## src/rtl/bus_port_fifo_bank_if.sv

```systemverilog
// Handshake bundle between bus agents and one bank of per-driver FIFOs.
interface bus_port_fifo_bank_if #(
  parameter int unsigned bits  = 32,
  parameter int unsigned drvrs = 4,
  parameter int unsigned depth = 8
) ();
  localparam int unsigned cw = $clog2(depth) + 1;

  logic [drvrs-1:0]      push;
  logic [drvrs*bits-1:0] D_push;
  logic [drvrs-1:0]      pop;
  logic [drvrs*bits-1:0] D_pop;
  logic [drvrs-1:0]      pndng;
  logic [drvrs-1:0]      full;
  logic [drvrs-1:0]      afull;
  logic [drvrs*cw-1:0]   count;
  logic [drvrs-1:0]      ovf;
  logic [drvrs-1:0]      ovf_clr;

  modport master (
    output push, D_push, pop, ovf_clr,
    input  D_pop, pndng, full, afull, count, ovf
  );

  modport slave (
    input  push, D_push, pop, ovf_clr,
    output D_pop, pndng, full, afull, count, ovf
  );
endinterface

```

## src/rtl/bus_port_fifo_bank.sv

```systemverilog
// Bank of independent show-ahead FIFOs, one per bus driver, with selectable
// full policy (drop new / overwrite oldest), occupancy and sticky overflow.
module bus_port_fifo_bank #(
  parameter int unsigned bits      = 32,
  parameter int unsigned drvrs     = 4,
  parameter int unsigned depth     = 8,
  parameter int unsigned mode      = 0,
  parameter int unsigned afull_lvl = 6
) (
  input logic clock,
  input logic reset,
  bus_port_fifo_bank_if.slave bus
);
  localparam int unsigned aw = $clog2(depth);
  localparam int unsigned cw = aw + 1;

  logic [bits-1:0]  mem    [drvrs][depth];
  logic [aw-1:0]    rd_ptr [drvrs];
  logic [aw-1:0]    wr_ptr [drvrs];
  logic [cw-1:0]    cnt    [drvrs];
  logic [drvrs-1:0] ovf_q;

  logic [drvrs-1:0] is_full;
  logic [drvrs-1:0] is_empty;
  logic [drvrs-1:0] do_push;
  logic [drvrs-1:0] adv_head;
  logic [drvrs-1:0] ovf_set;

  // Overwrite mode turns a full-without-pop push into write-at-tail plus an
  // implicit head advance, so count holds at depth.
  always_comb begin
    is_full  = '0;
    is_empty = '0;
    do_push  = '0;
    adv_head = '0;
    ovf_set  = '0;
    for (int unsigned i = 0; i < drvrs; i++) begin
      is_full[i]  = (cnt[i] == cw'(depth));
      is_empty[i] = (cnt[i] == '0);
      ovf_set[i]  = bus.push[i] & is_full[i] & ~bus.pop[i];
      do_push[i]  = bus.push[i] & (~is_full[i] | bus.pop[i] | (mode == 1));
      adv_head[i] = (bus.pop[i] & ~is_empty[i]) | (ovf_set[i] & (mode == 1));
    end
  end

  always_ff @(posedge clock or posedge reset) begin
    if (reset) begin
      for (int unsigned i = 0; i < drvrs; i++) begin
        rd_ptr[i] <= '0;
        wr_ptr[i] <= '0;
        cnt[i]    <= '0;
      end
      ovf_q <= '0;
    end else begin
      for (int unsigned i = 0; i < drvrs; i++) begin
        if (do_push[i])  wr_ptr[i] <= wr_ptr[i] + aw'(1);
        if (adv_head[i]) rd_ptr[i] <= rd_ptr[i] + aw'(1);
        cnt[i]   <= cnt[i] + cw'(do_push[i]) - cw'(adv_head[i]);
        ovf_q[i] <= ovf_set[i] | (ovf_q[i] & ~bus.ovf_clr[i]);
      end
    end
  end

  // Storage is not reset; only accepted pushes ever reach it.
  always_ff @(posedge clock) begin
    for (int unsigned i = 0; i < drvrs; i++) begin
      if (do_push[i]) mem[i][wr_ptr[i]] <= bus.D_push[i*bits +: bits];
    end
  end

  always_comb begin
    bus.D_pop = '0;
    bus.count = '0;
    for (int unsigned i = 0; i < drvrs; i++) begin
      bus.D_pop[i*bits +: bits] = is_empty[i] ? '0 : mem[i][rd_ptr[i]];
      bus.count[i*cw +: cw]     = cnt[i];
    end
  end

  always_comb begin
    bus.pndng = ~is_empty;
    bus.full  = is_full;
    bus.ovf   = ovf_q;
    bus.afull = '0;
    for (int unsigned i = 0; i < drvrs; i++) begin
      bus.afull[i] = (cnt[i] >= cw'(afull_lvl));
    end
  end
endmodule

```

## src/flat_wrapper.sv

```systemverilog
// flat-port wrapper written by rule: the top's interface ports become plain ports
module bus_port_fifo_bank_flat 
#(
  parameter int unsigned bits      = 32,
  parameter int unsigned drvrs     = 4,
  parameter int unsigned depth     = 8,
  parameter int unsigned mode      = 0,
  parameter int unsigned afull_lvl = 6
)
  (clock, reset, bus_push, bus_D_push, bus_pop, bus_ovf_clr, bus_D_pop, bus_pndng, bus_full, bus_afull, bus_count, bus_ovf);
  bus_port_fifo_bank_if #(.bits(bits), .drvrs(drvrs), .depth(depth)) bus_i ();
  input logic clock;
  input logic reset;
  input wire logic [$bits(bus_i.push)-1:0] bus_push;
  input wire logic [$bits(bus_i.D_push)-1:0] bus_D_push;
  input wire logic [$bits(bus_i.pop)-1:0] bus_pop;
  input wire logic [$bits(bus_i.ovf_clr)-1:0] bus_ovf_clr;
  output wire logic [$bits(bus_i.D_pop)-1:0] bus_D_pop;
  output wire logic [$bits(bus_i.pndng)-1:0] bus_pndng;
  output wire logic [$bits(bus_i.full)-1:0] bus_full;
  output wire logic [$bits(bus_i.afull)-1:0] bus_afull;
  output wire logic [$bits(bus_i.count)-1:0] bus_count;
  output wire logic [$bits(bus_i.ovf)-1:0] bus_ovf;
  assign bus_i.push = bus_push;
  assign bus_i.D_push = bus_D_push;
  assign bus_i.pop = bus_pop;
  assign bus_i.ovf_clr = bus_ovf_clr;
  assign bus_D_pop = bus_i.D_pop;
  assign bus_pndng = bus_i.pndng;
  assign bus_full = bus_i.full;
  assign bus_afull = bus_i.afull;
  assign bus_count = bus_i.count;
  assign bus_ovf = bus_i.ovf;
  bus_port_fifo_bank #(.bits(bits), .drvrs(drvrs), .depth(depth), .mode(mode), .afull_lvl(afull_lvl)) u_core (.clock(clock), .reset(reset), .bus(bus_i));
endmodule
```

## config.mk

```make
export PLATFORM = sky130hd
export DESIGN_NAME = bus_port_fifo_bank_flat
export DESIGN_NICKNAME = d
export VERILOG_FILES = /design/src/rtl/bus_port_fifo_bank_if.sv /design/src/rtl/bus_port_fifo_bank.sv /design/src/flat_wrapper.sv
export SDC_FILE = /design/constraint.sdc
export NUM_CORES = 1
export LEC_CHECK = 0
export ABC_AREA = 1
export BUFFER_PORTS_ARGS = -buffer_cell sky130_fd_sc_hd__buf_2
export CAP_MARGIN = 15
export CORE_ASPECT_RATIO = 2
export CORE_MARGIN = 5
export CORE_UTILIZATION = 45
export CTS_BUF_LIST = sky130_fd_sc_hd__clkbuf_8
export CTS_CLUSTER_DIAMETER = 150
export CTS_CLUSTER_SIZE = 14
export DETAILED_ROUTE_END_ITERATION = 16
export HOLD_SLACK_MARGIN = 0.02
export PLACE_DENSITY = 0.64
export SYNTH_ARGS = -nofsm -noshare
export SYNTH_HDL_FRONTEND = slang
export SYNTH_SLANG_ARGS = --single-unit
export TNS_END_PERCENT = 5
```

## constraint.sdc

```tcl
create_clock -name clock -period 2.7 [get_ports clock]
set_input_delay 0.54 -clock clock [delete_from_list [all_inputs] [get_ports clock]]
set_output_delay 0.54 -clock clock [all_outputs]
set_load 0.05 [all_outputs]
```

==> Word-level counts from Yosys, hierarchy flattened <==
Memory sizes are Yosys's and may differ from the RTL's.
Cells that the tools add are included.
{ "op_classes": {"n_addsub": 16, "magnitude_cmp": 16, "n_eq_ne": 4, "muxes": 32, "bitwise": 53, "reduce_logical": 8} }
{ "op_table": {"columns": ["cell", "n"], "rows": [
  ["two-way mux 256 bit", 4],
  ["two-way mux 32 bit", 16],
  ["binary-select mux 32 bit (select 3 bit)", 4],
  ["demux 32 bit (select 3 bit)", 4],
  ["greater-or-equal comparator 4 bit, second input constant", 8],
  ["NOT 3 -> 4 bit", 8],
  ["adder 3 x 1 -> 3 bit, second input constant", 8],
  ["AND 1 bit", 20],
  ["adder 4 x 1 -> 4 bit", 4],
  ["== test 4 bit, second input constant", 4],
  ["greater-or-equal comparator 4 x 3 -> 1 bit, second input constant", 4],
  ["logical NOT 4 bit", 4],
  ["less-than comparator 4 x 1 -> 1 bit, second input constant", 4],
  ["NOT 1 bit", 16],
  ["subtractor 4 x 1 -> 4 bit", 4],
  ["bitwise OR 1 bit", 8],
  ["logical AND 1 bit", 4],
  ["two-way mux 1 bit", 4],
  ["NOT 4 bit", 1]
]} }
{ "word_totals": {"reg_bits": 44, "mem_bits_rw": 1024, "input_bits": 142, "output_inout_bits": 160, "wordCells": 143, "mem_count": 1} }
{ "memory_table": {"columns": ["name", "words", "word_bits", "read_ports", "rd_clocked_by_memory_dff", "wr", "line", "text"], "rows": [
  ["u_core.mem", 4, 256, 4, 0, 4, "bus_port_fifo_bank.sv:17", "logic [bits-1:0] mem [drvrs][depth];"]
]} }

==> Logic depth before layout (Yosys ltp) <==
{ "logic_depth": {"ltp_word": 6, "mapped_depth": 11, "depth_no_buf": 11} }

==> Worst setup path after synthesis <==
No wires, ideal clock.
{ "synth_path": {"path_type": "flip-flop to flip-flop", "startpoint": "register u_core.cnt, in the netlist u_core.bus.count[2]", "endpoint": "memory u_core.mem[0][100] (netlist bit), enable pin", "setup_ns": 0.421, "arrival_time_ns": 2.766, "required_time_ns": 2.279, "path_slack_ns": -0.487, "path_stages_with_launch": 8, "path_buffers": 0, "period_less_slack_ns": 3.187, "path_cell_list": "dfrtp_1 > inv_1 > ha_1 > nand4_1 > nand2_1 > inv_1 > nand2_1 > nor2_1"} }
{ "synth_lines": {"columns": ["element", "line", "text"], "rows": [
  ["start: declaration", "bus_port_fifo_bank.sv:20", "logic [cw-1:0] cnt [drvrs];"],
  ["start signal: indexed assignment", "bus_port_fifo_bank.sv:58", "cnt[i] <= cnt[i] + cw'(do_push[i]) - cw'(adv_head[i]);"],
  ["end: declaration", "bus_port_fifo_bank.sv:17", null]
]} }

==> Final worst setup path <==
{ "layout_path": {"startpoint": "register u_core.rd_ptr[3] (netlist bit)", "endpoint": "output bus_D_pop[64]"} }
{ "layout_between": {"elab_chain_len": 5} }
{ "layout_rtl": {"columns": ["element", "line", "text"], "rows": [
  ["start: declaration", "bus_port_fifo_bank.sv:18", "logic [aw-1:0] rd_ptr [drvrs];"],
  ["start signal: indexed assignment", "bus_port_fifo_bank.sv:57", "if (adv_head[i]) rd_ptr[i] <= rd_ptr[i] + aw'(1);"],
  ["NOT 3 -> 4 bit (not written as such)", "bus_port_fifo_bank.sv:75", "bus.D_pop[i*bits +: bits] = is_empty[i] ? '0 : mem[i][rd_ptr[i]];"],
  ["binary-select mux 32 bit (select 3 bit)", "bus_port_fifo_bank.sv:75", null],
  ["two-way mux 32 bit (not written as such) (2 in series)", "bus_port_fifo_bank.sv:75", null],
  ["two-way mux 32 bit", "bus_port_fifo_bank.sv:75", null],
  ["end: declaration", "flat_wrapper.sv:18", "output wire logic [$bits(bus_i.D_pop)-1:0] bus_D_pop;"]
]} }
Every way passes these cells. The select of a mux whose other input is x is not followed.

==> summary.md <==
| Metric | Value |
|---|---|
| Worst setup path class | `reg2out` |
| Num CTS Buffers | `86` |
| Clock Pin Slew Worst Setup and Hold Paths | `0.10 ns` |
| Max-slew headroom at the worst pin | `50.2%` |
| Final Hold Vio Count | `0` |
| Post-synthesis simple-gate area fraction | `20.1%` |
| FMAX | `0.346 GHz` |
| Startpoint types | `flip-flop` |
| Hold Crit Class | `in2reg` |
| Main combinational cell family by area after synthesis | `simple AND/OR/NAND/NOR gates` |
| Initial DRC count | `1,883` |
| Hold endpoint | `u_core.rd_ptr[0]` |
| Netlist cell types | `18` |
| Synth area leaders | `edfxtp_1 65%, nand2_1 11%, inv_1 8.7%` |
| First-pass GRT wire length | `181,000 µm` |
| Worst hold slack | `0.128 ns` |
| Post-synthesis average cell area | `9.94 µm²` |
| Final Worst Setup Slack | `-0.191 ns` |
| Primary FF master, synth | `edfxtp_1` |
| Least-Margin Pin Slew | `0.747 ns` |
| Critical path data required time | `2.16 ns` |
| Cell count after synthesis | `4,753` |
| Layout cell share with drive strength beyond 1 | `15.1%` |
| Final Critical Period | `2.89 ns` |
| CP cell instances | `clkinv_8 > buf_4 > buf_12 > nand2_1 > nand3_1 > nand3_1 > nand2_1 > nor2_2 > buf_6` |
| Vias | `32,549` |
| Worst path max stage delay | `0.53 ns` |
| Sink Count | `1,068` |
| GRT Total Usage | `20.7%` |
| Max VDD drop | `1.24 mV` |
| Adder-Cell Fraction of Synth Area | `1.12%` |
| Area occupied by multi-input gates | `11,300 µm²` |
| Leak | `0.0258 µW` |
| CTS tree | `built` |
| Proportion of synthesized area in mux cells | `0%` |
| Synth Cell Area | `47,200 µm²` |
| FF-to-FF path depth | `12` |
| WP data arrival | `2.35 ns` |
| EDFF count, synth | `1,024` |
| Routed Wire Length | `118,000 µm` |
| Worst R2R Setup Slack | `0.26 ns` |
| Worst reg2reg startpoint | `u_core.bus.count[14]` |
| Setup-failing EPs final | `128` |
| Effective utilization at floorplan | `45.2%` |
| Drt drc | `0` |
| Area leader, netlist | `edfxtp_1` |
| Routed Antenna Nets | `0` |
| Core Area | `104,000 µm²` |
| Initial antenna violation count | `10` |
| Slowest CP cell | `dfrtp_4` |
| Ys async rst share | `4.12%` |
| Syn Nets | `4,935` |
| Later-pin clock latency in the skew report | `0.78 ns` |
| Vias in the first global route | `32,367` |
| Max-cap check violation count | `0` |
| Unrepaired setup endpoints after global routing | `true` |
| Std cell rows | `168` |
| Failing checks | `negative setup slack` |
| Die W | `239 µm` |
| Register area | `31,900 µm²` |
| Via-to-Cell Ratio | `4.91` |
| Area growth from synthesis to layout | `20.2%` |
| PwrDens | `1150 nW/µm²` |
| Top Ports | `302` |
| Depth of the CTS H-tree | `3` |
| Hold Path Depth | `3` |
| CP endpoint kind | `output port` |
| Slew Viols, Final | `0` |
| Pre-antenna DRT Iters | `5` |
| Port buffer count | `301` |
| Synth warn | `0` |
| Routability Congestion | `0.783` |
| Critical R2R Capture | `u_core.bus.count[13]` |
| Final global-route overflow total | `0` |
| Top cell type's share of synthesized area | `65.1%` |
| Worst Hold Launch | `bus_pop[3]` |
| Synth Area in Compound Gates | `0.212%` |
| Outcome | `finished with violations` |
| Cell with the most instances after synthesis | `nand2_1` |
| Xor-xnor portion of the synthesized cell area | `0.371%` |
| Layout net count | `5,406` |
| Part of the cycle the worst path needs | `107%` |
| DR WL/cell | `17.8 µm` |
| Layout Skew | `0.0396 ns` |
| Final HPWL DP | `66,200 µm` |
| Synthesized flop and latch total | `1,068` |
| CP max FO | `41` |
| Clk buf depth | `3` |
| Largest net degree at the start of global routing | `72` |
| Seq/Total Area, Yosys | `67.4%` |
| Die area | `112,000 µm²` |
| Root Buffer Master | `clkbuf_8` |
| Fillers | `8,874` |
| Die height | `468 µm` |
| Synth top cells by count | `1,356 x nand2_1, 1,089 x inv_1, 1,024 x edfxtp_1` |
| Tot Pwr | `65,100 µW` |
-- power by group --
group,switching (µW),total (µW),internal (µW)
clock network,5080,8140,3060
logic,23500,35600,12100
registers,897,21400,20500
total,29500,65100,35700
-- cells in the final DEF, fill, tap and decap left out, drive strengths merged, types with 7 or more instances in the layout --
cell            n
diode           7
ha             36
o21ai          16
dlygate4sd3   136
buf           450
nand3         652
dfrtp          44
edfxtp       1024
nor2          288
xnor2          16
inv          1126
nand2        1356
clkbuf         93
-- state kept, by name (all words and copies together) (netlist names) --
name / count
u_core.mem: 1024
u_core.bus.ovf: 4
u_core.rd_ptr: 12
u_core.bus.count: 16
u_core.wr_ptr: 12
-- worst max-delay path: cells and delay by family, from the launching register on --
family,cells,cell delay (ns)
buffers and inverters,4,0.57
flip-flops,1,0.53
AND/OR/NAND/NOR,5,0.47
-- worst max path at each step --
stage / start / endpoint / slack (ns) / depth (start not counted)
after CTS: u_core.rd_ptr[0] / bus_D_pop[125] / -0.28 / 7
after global routing: u_core.rd_ptr[0] / bus_D_pop[100] / -0.33 / 7
final: u_core.rd_ptr[3] / bus_D_pop[64] / -0.19 / 9
after detailed placement: u_core.rd_ptr[3] / bus_D_pop[93] / 0.35 / 8
after global placement: u_core.rd_ptr[3] / bus_D_pop[88] / 0.35 / 9
after floorplan: u_core.bus.count[2] / u_core.mem[0][100] / -0.49 / 7
-- timing repair --
item                                    CTS  global route
endpoints found under the hold margin  1073             0
gates cloned                             19             4
hold buffers                            136             0
gates resized for setup                 472            87
pin swaps                                29            28
setup endpoints to repair               136           133
setup buffers                            22             1
-- logic make-up (layout without fill, tap and decap cells) --
group                      Yosys count  count (layout)
buffers and inverters             1301            1812
other                                0               7
adders and majority gates           40              40
xor gates and xnor gates            20              20
and+or+nand+nor                   2304            2304
AOI/OAI and AO/OA                   20              20
DFF                               1068            1068
-- cell type report --
| type | instances | share of cell area (%) |
|---|---|---|
| antenna | 7 | 0.0308 |
| clock buffer | 90 | 2.18 |
| clock inverter | 38 | 0.286 |
| inverter | 1093 | 7.34 |
| multi-input combinational | 2384 | 19.8 |
| sequential | 1068 | 56.1 |
| tap | 1360 | 3.00 |
| timing repair buffer | 590 | 11.2 |
| timing repair inverter | 1 | 0.0154 |
-- metal layers --
layer | vias up | wire length (µm) | track usage, %
met4 | 6 | 3050 | 6.73
li1 | 15740 | - | -
met3 | 192 | 6710 | 3.27
met2 | 947 | 62100 | 38.1
met5 | - | 41 | 0
met1 | 15664 | 45900 | 24.8
-- stage by stage --
stage	worst slack (ns)	util [%]	TNS [ns]	cell area, µm²	instances
after floorplan	-0.487	-	-492.76	47200	4753
after global placement	0.355	49.2	0	51400	6314
after detailed placement	0.351	49.2	0	51400	6314
after CTS	-0.278	54.0	-26.94	56400	6619
after global routing	-0.329	54.4	-33.25	56800	6628
final	-0.191	54.4	-13.58	56800	6631
Power figures use the tool's default switching activity.
